[src/rtl/score_accumulator_if.sv]
`default_nettype none
// ============================================================================
// Module      : score_accumulator_if
// Description : Award handshake, BCD adder hookup and HUD outputs of the
//               score accumulator, grouped into one bundle.
// Revision    : 1.0 - initial release
// ============================================================================
interface score_accumulator_if;
    // Game-control side
    logic        new_game;
    logic        award_valid;
    logic [15:0] award_bcd;
    logic        award_ready;

    // External 4-digit BCD adder
    logic [15:0] add_a;
    logic [15:0] add_b;
    logic [15:0] add_s;
    logic        add_co;

    // HUD / status
    logic [15:0] score;
    logic [15:0] hiscore;
    logic        saturated;
    logic        busy;

    // Environment side: game logic plus the adder
    modport master (
        output new_game,
        output award_valid,
        output award_bcd,
        input  award_ready,
        input  add_a,
        input  add_b,
        output add_s,
        output add_co,
        input  score,
        input  hiscore,
        input  saturated,
        input  busy
    );

    // Accumulator side
    modport slave (
        input  new_game,
        input  award_valid,
        input  award_bcd,
        output award_ready,
        output add_a,
        output add_b,
        input  add_s,
        input  add_co,
        output score,
        output hiscore,
        output saturated,
        output busy
    );
endinterface
`default_nettype wire

[src/rtl/score_accumulator.sv]
`default_nettype none
// ============================================================================
// Module      : score_accumulator
// Description : Queues packed-BCD point awards, adds them one at a time to
//               the running score through an external combinational BCD
//               adder, saturates at SAT_VALUE on decimal overflow and keeps
//               the high score since reset.
// Revision    : 1.0 - initial release
// ============================================================================
module score_accumulator #(
    parameter int          FIFO_DEPTH = 4,        // power of two, >= 2
    parameter logic [15:0] SAT_VALUE  = 16'h9999
) (
    input  wire logic      Clk,
    input  wire logic      Reset,
    score_accumulator_if.slave bus
);

    localparam int                 c_ptr_w      = $clog2(FIFO_DEPTH);
    localparam logic [c_ptr_w:0]   c_full_count = (c_ptr_w + 1)'(FIFO_DEPTH);
    localparam logic [c_ptr_w:0]   c_count_one  = (c_ptr_w + 1)'(1);
    localparam logic [c_ptr_w-1:0] c_ptr_one    = c_ptr_w'(1);

    typedef enum logic [1:0] {
        S_IDLE = 2'd0,
        S_ADD  = 2'd1,
        S_CMP  = 2'd2
    } state_t;

    // ------------------------------------------------------------------
    // State
    // ------------------------------------------------------------------
    logic [15:0]        r_mem [FIFO_DEPTH];
    logic [c_ptr_w-1:0] r_rd_ptr;
    logic [c_ptr_w-1:0] r_wr_ptr;
    logic [c_ptr_w:0]   r_count;

    state_t             r_state;
    logic [15:0]        r_score;
    logic [15:0]        r_hiscore;
    logic [15:0]        r_award_q;
    logic               r_saturated;

    logic               w_full;
    logic               w_award_ok;
    logic               w_push;
    logic               w_pop;

    // True when every nibble of a packed BCD word is a decimal digit.
    function automatic logic bcd_ok(input logic [15:0] v);
        logic ok;
        ok = 1'b1;
        for (int i = 0; i < 4; i++) begin
            if (v[4*i +: 4] > 4'd9) begin
                ok = 1'b0;
            end
        end
        return ok;
    endfunction

    // ------------------------------------------------------------------
    // Queue control. Ready comes from the count at the start of the cycle,
    // so a full queue refuses a push even when the FSM pops that cycle.
    // Malformed awards still see ready and complete the handshake, they
    // simply never get written.
    // ------------------------------------------------------------------
    assign w_full     = (r_count == c_full_count);
    assign w_award_ok = bcd_ok(bus.award_bcd);
    assign w_push     = bus.award_valid && !w_full && w_award_ok && !bus.new_game;
    assign w_pop      = (r_state == S_IDLE) && (r_count != '0);

    // Award storage; contents are don't-care until written, so no reset.
    always_ff @(posedge Clk) begin
        if (w_push) begin
            r_mem[r_wr_ptr] <= bus.award_bcd;
        end
    end

    // Queue pointers and occupancy; new_game flushes like a reset.
    always_ff @(posedge Clk) begin
        if (Reset || bus.new_game) begin
            r_rd_ptr <= '0;
            r_wr_ptr <= '0;
            r_count  <= '0;
        end else begin
            if (w_push) begin
                r_wr_ptr <= r_wr_ptr + c_ptr_one;
            end
            if (w_pop) begin
                r_rd_ptr <= r_rd_ptr + c_ptr_one;
            end
            case ({w_push, w_pop})
                2'b10:   r_count <= r_count + c_count_one;
                2'b01:   r_count <= r_count - c_count_one;
                default: r_count <= r_count;
            endcase
        end
    end

    // ------------------------------------------------------------------
    // Three-cycle award FSM: pop -> add -> high-score compare.
    // The hiscore compare sits outside the new_game branch so that a
    // new_game landing in CMP still records the score it is about to clear.
    // ------------------------------------------------------------------
    always_ff @(posedge Clk) begin
        if (Reset) begin
            r_state     <= S_IDLE;
            r_score     <= '0;
            r_hiscore   <= '0;
            r_award_q   <= '0;
            r_saturated <= 1'b0;
        end else begin
            if ((r_state == S_CMP) && (r_score > r_hiscore)) begin
                r_hiscore <= r_score;
            end

            if (bus.new_game) begin
                r_state     <= S_IDLE;
                r_score     <= '0;
                r_award_q   <= '0;
                r_saturated <= 1'b0;
            end else begin
                case (r_state)
                    S_IDLE: begin
                        if (w_pop) begin
                            r_award_q <= r_mem[r_rd_ptr];
                            r_state   <= S_ADD;
                        end
                    end
                    S_ADD: begin
                        // Once clipped, awards are consumed without effect.
                        if (!r_saturated) begin
                            if (bus.add_co) begin
                                r_score     <= SAT_VALUE;
                                r_saturated <= 1'b1;
                            end else begin
                                r_score <= bus.add_s;
                            end
                        end
                        r_state <= S_CMP;
                    end
                    S_CMP: begin
                        r_state <= S_IDLE;
                    end
                    default: begin
                        r_state <= S_IDLE;
                    end
                endcase
            end
        end
    end

    // ------------------------------------------------------------------
    // Outputs: the adder always sees the live score and current award.
    // ------------------------------------------------------------------
    assign bus.award_ready = !w_full;
    assign bus.add_a       = r_score;
    assign bus.add_b       = r_award_q;
    assign bus.score       = r_score;
    assign bus.hiscore     = r_hiscore;
    assign bus.saturated   = r_saturated;
    assign bus.busy        = (r_state != S_IDLE) || (r_count != '0);

endmodule
`default_nettype wire
[src/flat_wrapper.sv]
// flat-port wrapper written by rule: the top's interface ports become plain ports
module score_accumulator_flat 
#(
    parameter int          FIFO_DEPTH = 4,                             
    parameter logic [15:0] SAT_VALUE  = 16'h9999
)
  (Clk, Reset, bus_new_game, bus_award_valid, bus_award_bcd, bus_award_ready, bus_add_a, bus_add_b, bus_add_s, bus_add_co, bus_score, bus_hiscore, bus_saturated, bus_busy);
  score_accumulator_if bus_i ();
  input  wire logic Clk;
  input  wire logic Reset;
  input wire logic [$bits(bus_i.new_game)-1:0] bus_new_game;
  input wire logic [$bits(bus_i.award_valid)-1:0] bus_award_valid;
  input wire logic [$bits(bus_i.award_bcd)-1:0] bus_award_bcd;
  output wire logic [$bits(bus_i.award_ready)-1:0] bus_award_ready;
  output wire logic [$bits(bus_i.add_a)-1:0] bus_add_a;
  output wire logic [$bits(bus_i.add_b)-1:0] bus_add_b;
  input wire logic [$bits(bus_i.add_s)-1:0] bus_add_s;
  input wire logic [$bits(bus_i.add_co)-1:0] bus_add_co;
  output wire logic [$bits(bus_i.score)-1:0] bus_score;
  output wire logic [$bits(bus_i.hiscore)-1:0] bus_hiscore;
  output wire logic [$bits(bus_i.saturated)-1:0] bus_saturated;
  output wire logic [$bits(bus_i.busy)-1:0] bus_busy;
  assign bus_i.new_game = bus_new_game;
  assign bus_i.award_valid = bus_award_valid;
  assign bus_i.award_bcd = bus_award_bcd;
  assign bus_award_ready = bus_i.award_ready;
  assign bus_add_a = bus_i.add_a;
  assign bus_add_b = bus_i.add_b;
  assign bus_i.add_s = bus_add_s;
  assign bus_i.add_co = bus_add_co;
  assign bus_score = bus_i.score;
  assign bus_hiscore = bus_i.hiscore;
  assign bus_saturated = bus_i.saturated;
  assign bus_busy = bus_i.busy;
  score_accumulator #(.FIFO_DEPTH(FIFO_DEPTH), .SAT_VALUE(SAT_VALUE)) u_core (.Clk(Clk), .Reset(Reset), .bus(bus_i));
endmodule
[config.mk]
export PLATFORM = sky130hd
export DESIGN_NAME = score_accumulator_flat
export DESIGN_NICKNAME = d
export VERILOG_FILES = /design/src/rtl/score_accumulator_if.sv /design/src/rtl/score_accumulator.sv /design/src/flat_wrapper.sv
export SDC_FILE = /design/constraint.sdc
export NUM_CORES = 1
export LEC_CHECK = 0
export ABC_AREA = 1
export CAP_MARGIN = 20
export CORE_MARGIN = 1
export CORE_UTILIZATION = 56
export CTS_CLUSTER_DIAMETER = 30
export DETAILED_ROUTE_END_ITERATION = 10
export PLACE_DENSITY = 0.82
export SYNTH_ARGS = -nofsm -noshare
export SYNTH_HDL_FRONTEND = slang
export SYNTH_SLANG_ARGS = --single-unit
[constraint.sdc]
create_clock -name Clk -period 3.75 [get_ports Clk]
set_input_delay 0.5625 -clock Clk [delete_from_list [all_inputs] [get_ports Clk]]
set_output_delay 0.5625 -clock Clk [all_outputs]
set_load 0.1 [all_outputs]
==> out/qor.csv <==
stage,metric,value,unit
synth,avgSynthCellArea,9.99,um2
cells_and_area,layout.nets,689,
global_route,grt_pass1_wl,20100,um
global_route,grt_usage,26.5,%
power_and_ir_drop,irDropWorstVdd,0.000381,V
worst_setup_path,reg2regPathDepth,11,
synth,synth_top_area_share,35.3,%
synth,synth_cell_types,36,
synth,seq_area_frac_synth,56.6,%
global_route,grtUsageMet2,47.4,%
die,start_util,58.4,%
worst_setup_path,arrival,2330,ps
die,rows,35,
worst_setup_path,worstSetupEndpointType,output port,
hold_path,whs_endpoint,u_core.r_state[1],
global_route,overflow,0,
synth,yosysTopAreaCell,edfxtp_1,
sta,fmax,345,MHz
cells_and_area,seq_area,0.00308,mm2
placement,port_buffers,103,
cts,clk_pin_slew,60,ps
worst_setup_path,crit_family,buffers and inverters,
cts,clk_path_buf_depth,2,
die,die_x,101,um
worst_setup_path,critPathKind,reg2out,
worst_setup_path,r2r-end,u_core.r_count[2],
cts,cts.sink_count,122,
cells_and_area,drive_gt1_share,10.9,%
worst_setup_path,cp_data_required_time,3190,ps
synth,ys_seq_elements,122,
cts,h-tree-depth,4,
cells_and_area,diodes,0,
sta,slew_headroom,30.5,%
sta,setup_tns,0,ps
detailed_routing,post_drt_wl_per_cell,16.3,um
cells_and_area,multi_input_area,0.00182,mm2
worst_setup_path,crit_path_cell_trace,inv_1 -> nor3_1 -> inv_1 -> clkdlybuf4s50_1,
cts,cts_hold_buffers,0,
synth,synth_edf_count,64,
status,outcome,"complete, no violations",
global_route,grt_max_degree,36,
sta,min_period,2900,ps
global_route,antenna_found_initial,0,
placement,dp_hpwl,8150,um
hold_path,hold_path_class,reg2reg,
cts,cts_made_buffers,17,
detailed_routing,wl,12600,um
cts,clockRootBuffer,clkbuf_8,
worst_setup_path,path_common_cell,inv_1,
sta,rsz0062_at_grt,no,
worst_setup_path,r2r-start,u_core.r_count[2],
synth,ys_async_sr_fraction,0,%
global_route,use_met1,30.1,%
power_and_ir_drop,power.leakage,2.47,nW
die,die-area,0.0101,mm2
cells_and_area,n_fill_cell,598,
sta,tightest_slew,1040,ps
sta,fin_skew,11.7,ps
detailed_routing,vias,4248,
cts,cts_tree,yes,
hold_path,hold_depth,1,
die,ios,104,
synth,synth_cells,545,
job,max_cap_violations,0,
synth,synth_nets,604,
sta,setup_violations,0,
worst_setup_path,slowest_delay,980,ps
cts,clock_latency,520,ps
detailed_routing,dr.pass1.iters,6,
global_route,grt_pass1_vias,4214,
worst_setup_path,path_buf_inv,3,
sta,hold_viol_final,0,
detailed_routing,drc_errors,0,
cells_and_area,area_growth,27.3,%
sta,period_share,77.3,%
hold_path,hp-start,u_core.r_state[1],
synth,ys.flop_type,edfxtp_1,
worst_setup_path,cp-start-kind,register,
detailed_routing,antenna_left,0,
detailed_routing,first_iter_violations,326,
detailed_routing,via_per_inst,5.50,
placement,routabilityCongestion,0.798,
sta,slew_violations,0,
synth,yosysWarnings,0,
power_and_ir_drop,p_per_area,459,mW/mm2
sta,hold_ws,505,ps
global_route,grtUsageMet3,4.92,%
worst_setup_path,rrSetupSlack,1320,ps
synth,synthTopCellsByCount,"nor2_1 (90), edfxtp_1 (64), dfxtp_1 (58)",
die,core-area,0.00933,mm2
die,die_h,101,um
synth,yosys-top-cells-area,"edfxtp_1 (35%), dfxtp_1 (21%), nor2_1 (6.2%)",
global_route,grt-busiest-layer,met2,
worst_setup_path,slowest_stage,clkdlybuf4s50_1,
synth,syn_area,0.00544,mm2
placement,pre_cts_slack,826,ps
cts,cts_setup_buffers,0,
synth,yosysMostFrequentCell,nor2_1,
sta,fin_ws,853,ps
worst_setup_path,worstPathMaxFanout,4,
cts,cts_resized,0,
## layer usage
layer	share of wire (%)	up-vias	routed length, um
li1	-	2022	-
met1	39	2009	4870
met2	53	195	6640
met3	6.6	22	830
met4	2.1	0	265
met5	0	-	0
## area by class of cell
type	instances	share of cell area, %
tap	129	2.33
sequential	122	44.5
multi-input combinational	323	26.3
timing repair buffer	111	15.7
inverter	55	2.98
clock buffer	17	5.98
clock inverter	15	2.22
## where the power goes
group / switching [W] / total (W) / internal, W
Combinational: 0.000142 / 0.000210 / 0.0000683
Clock: 0.000648 / 0.00155 / 0.000904
Sequential: 0.00000582 / 0.00142 / 0.00141
## state kept, by name (all words and copies together) (netlist names)
register	cells
u_core.bus.add_b	16
u_core.r_mem	64
u_core.bus.saturated	1
u_core.r_rd_ptr	2
u_core.r_wr_ptr	2
u_core.r_state	2
u_core.bus.hiscore	16
u_core.r_count	3
u_core.bus.add_a	16
## per-stage QoR
step | instance area [um2] | instances | util, % | power (W)
2_1_floorplan | 5440 | 545 | - | 0.00159
3_3_place_gp | 6360 | 740 | 68.2 | 0.00165
3_5_place_dp | 6360 | 740 | 68.2 | 0.00166
4_1_cts | 6930 | 772 | 74.3 | 0.00319
5_1_grt | 6930 | 772 | 74.3 | 0.00327
6_report | 6930 | 772 | 74.3 | 0.00318
## cell usage in the layout (no fill, tap or decap), types with 11 or more instances in the layout
| cell type | n |
|---|---|
| clkdlybuf4s50_1 | 103 |
| nor2_1 | 90 |
| edfxtp_1 | 64 |
| dfxtp_1 | 58 |
| inv_1 | 52 |
| o21ai_0 | 44 |
| nand2_1 | 37 |
| a21oi_1 | 31 |
| ha_1 | 21 |
| a211oi_1 | 16 |
| a31oi_1 | 16 |
| clkbuf_16 | 16 |
| nand3_1 | 13 |
| nor3_1 | 11 |
| o21ai_1 | 11 |
## how the worst max path moves through the flow
stage	from	end	slack (ps)	cells after the start
after floorplan	u_core.r_count[0]	u_core.r_count[1]	1150	11
after global placement	bus_award_bcd[5]	u_core.r_mem[2][7]	900	7
after detailed placement	bus_award_bcd[10]	u_core.r_mem[2][9]	830	7
after global routing	u_core.r_count[2]	bus_award_ready	780	4
final	u_core.r_count[2]	bus_award_ready	850	4
after CTS	u_core.r_count[2]	bus_award_ready	870	4
## worst register-to-register path, stage by stage (launching register included)
cell	delay (ps)
dfxtp_1	300
inv_1	80
nor3_1	380
nor3_1	150
nand2_1	270
ha_1	210
inv_1	70
fa_1	380
a21oi_1	150
o21ai_0	110
o21ai_0	150
a21oi_1	60
## logic make-up (layout without fill, tap and decap cells)
| group | count (synthesis) | after routing | synth area share (%) |
|---|---|---|---|
| AO/OA/AOI/OAI | 132 | 132 | 14.4 |
| adder cells (fa/ha/maj) | 22 | 22 | 5.20 |
| buffers and inverters | 100 | 198 | 9.91 |
| flip-flops | 122 | 122 | 56.6 |
| AND/OR/NAND/NOR | 169 | 169 | 13.9 |
Note: power is estimated with default switching activity, not from simulation.
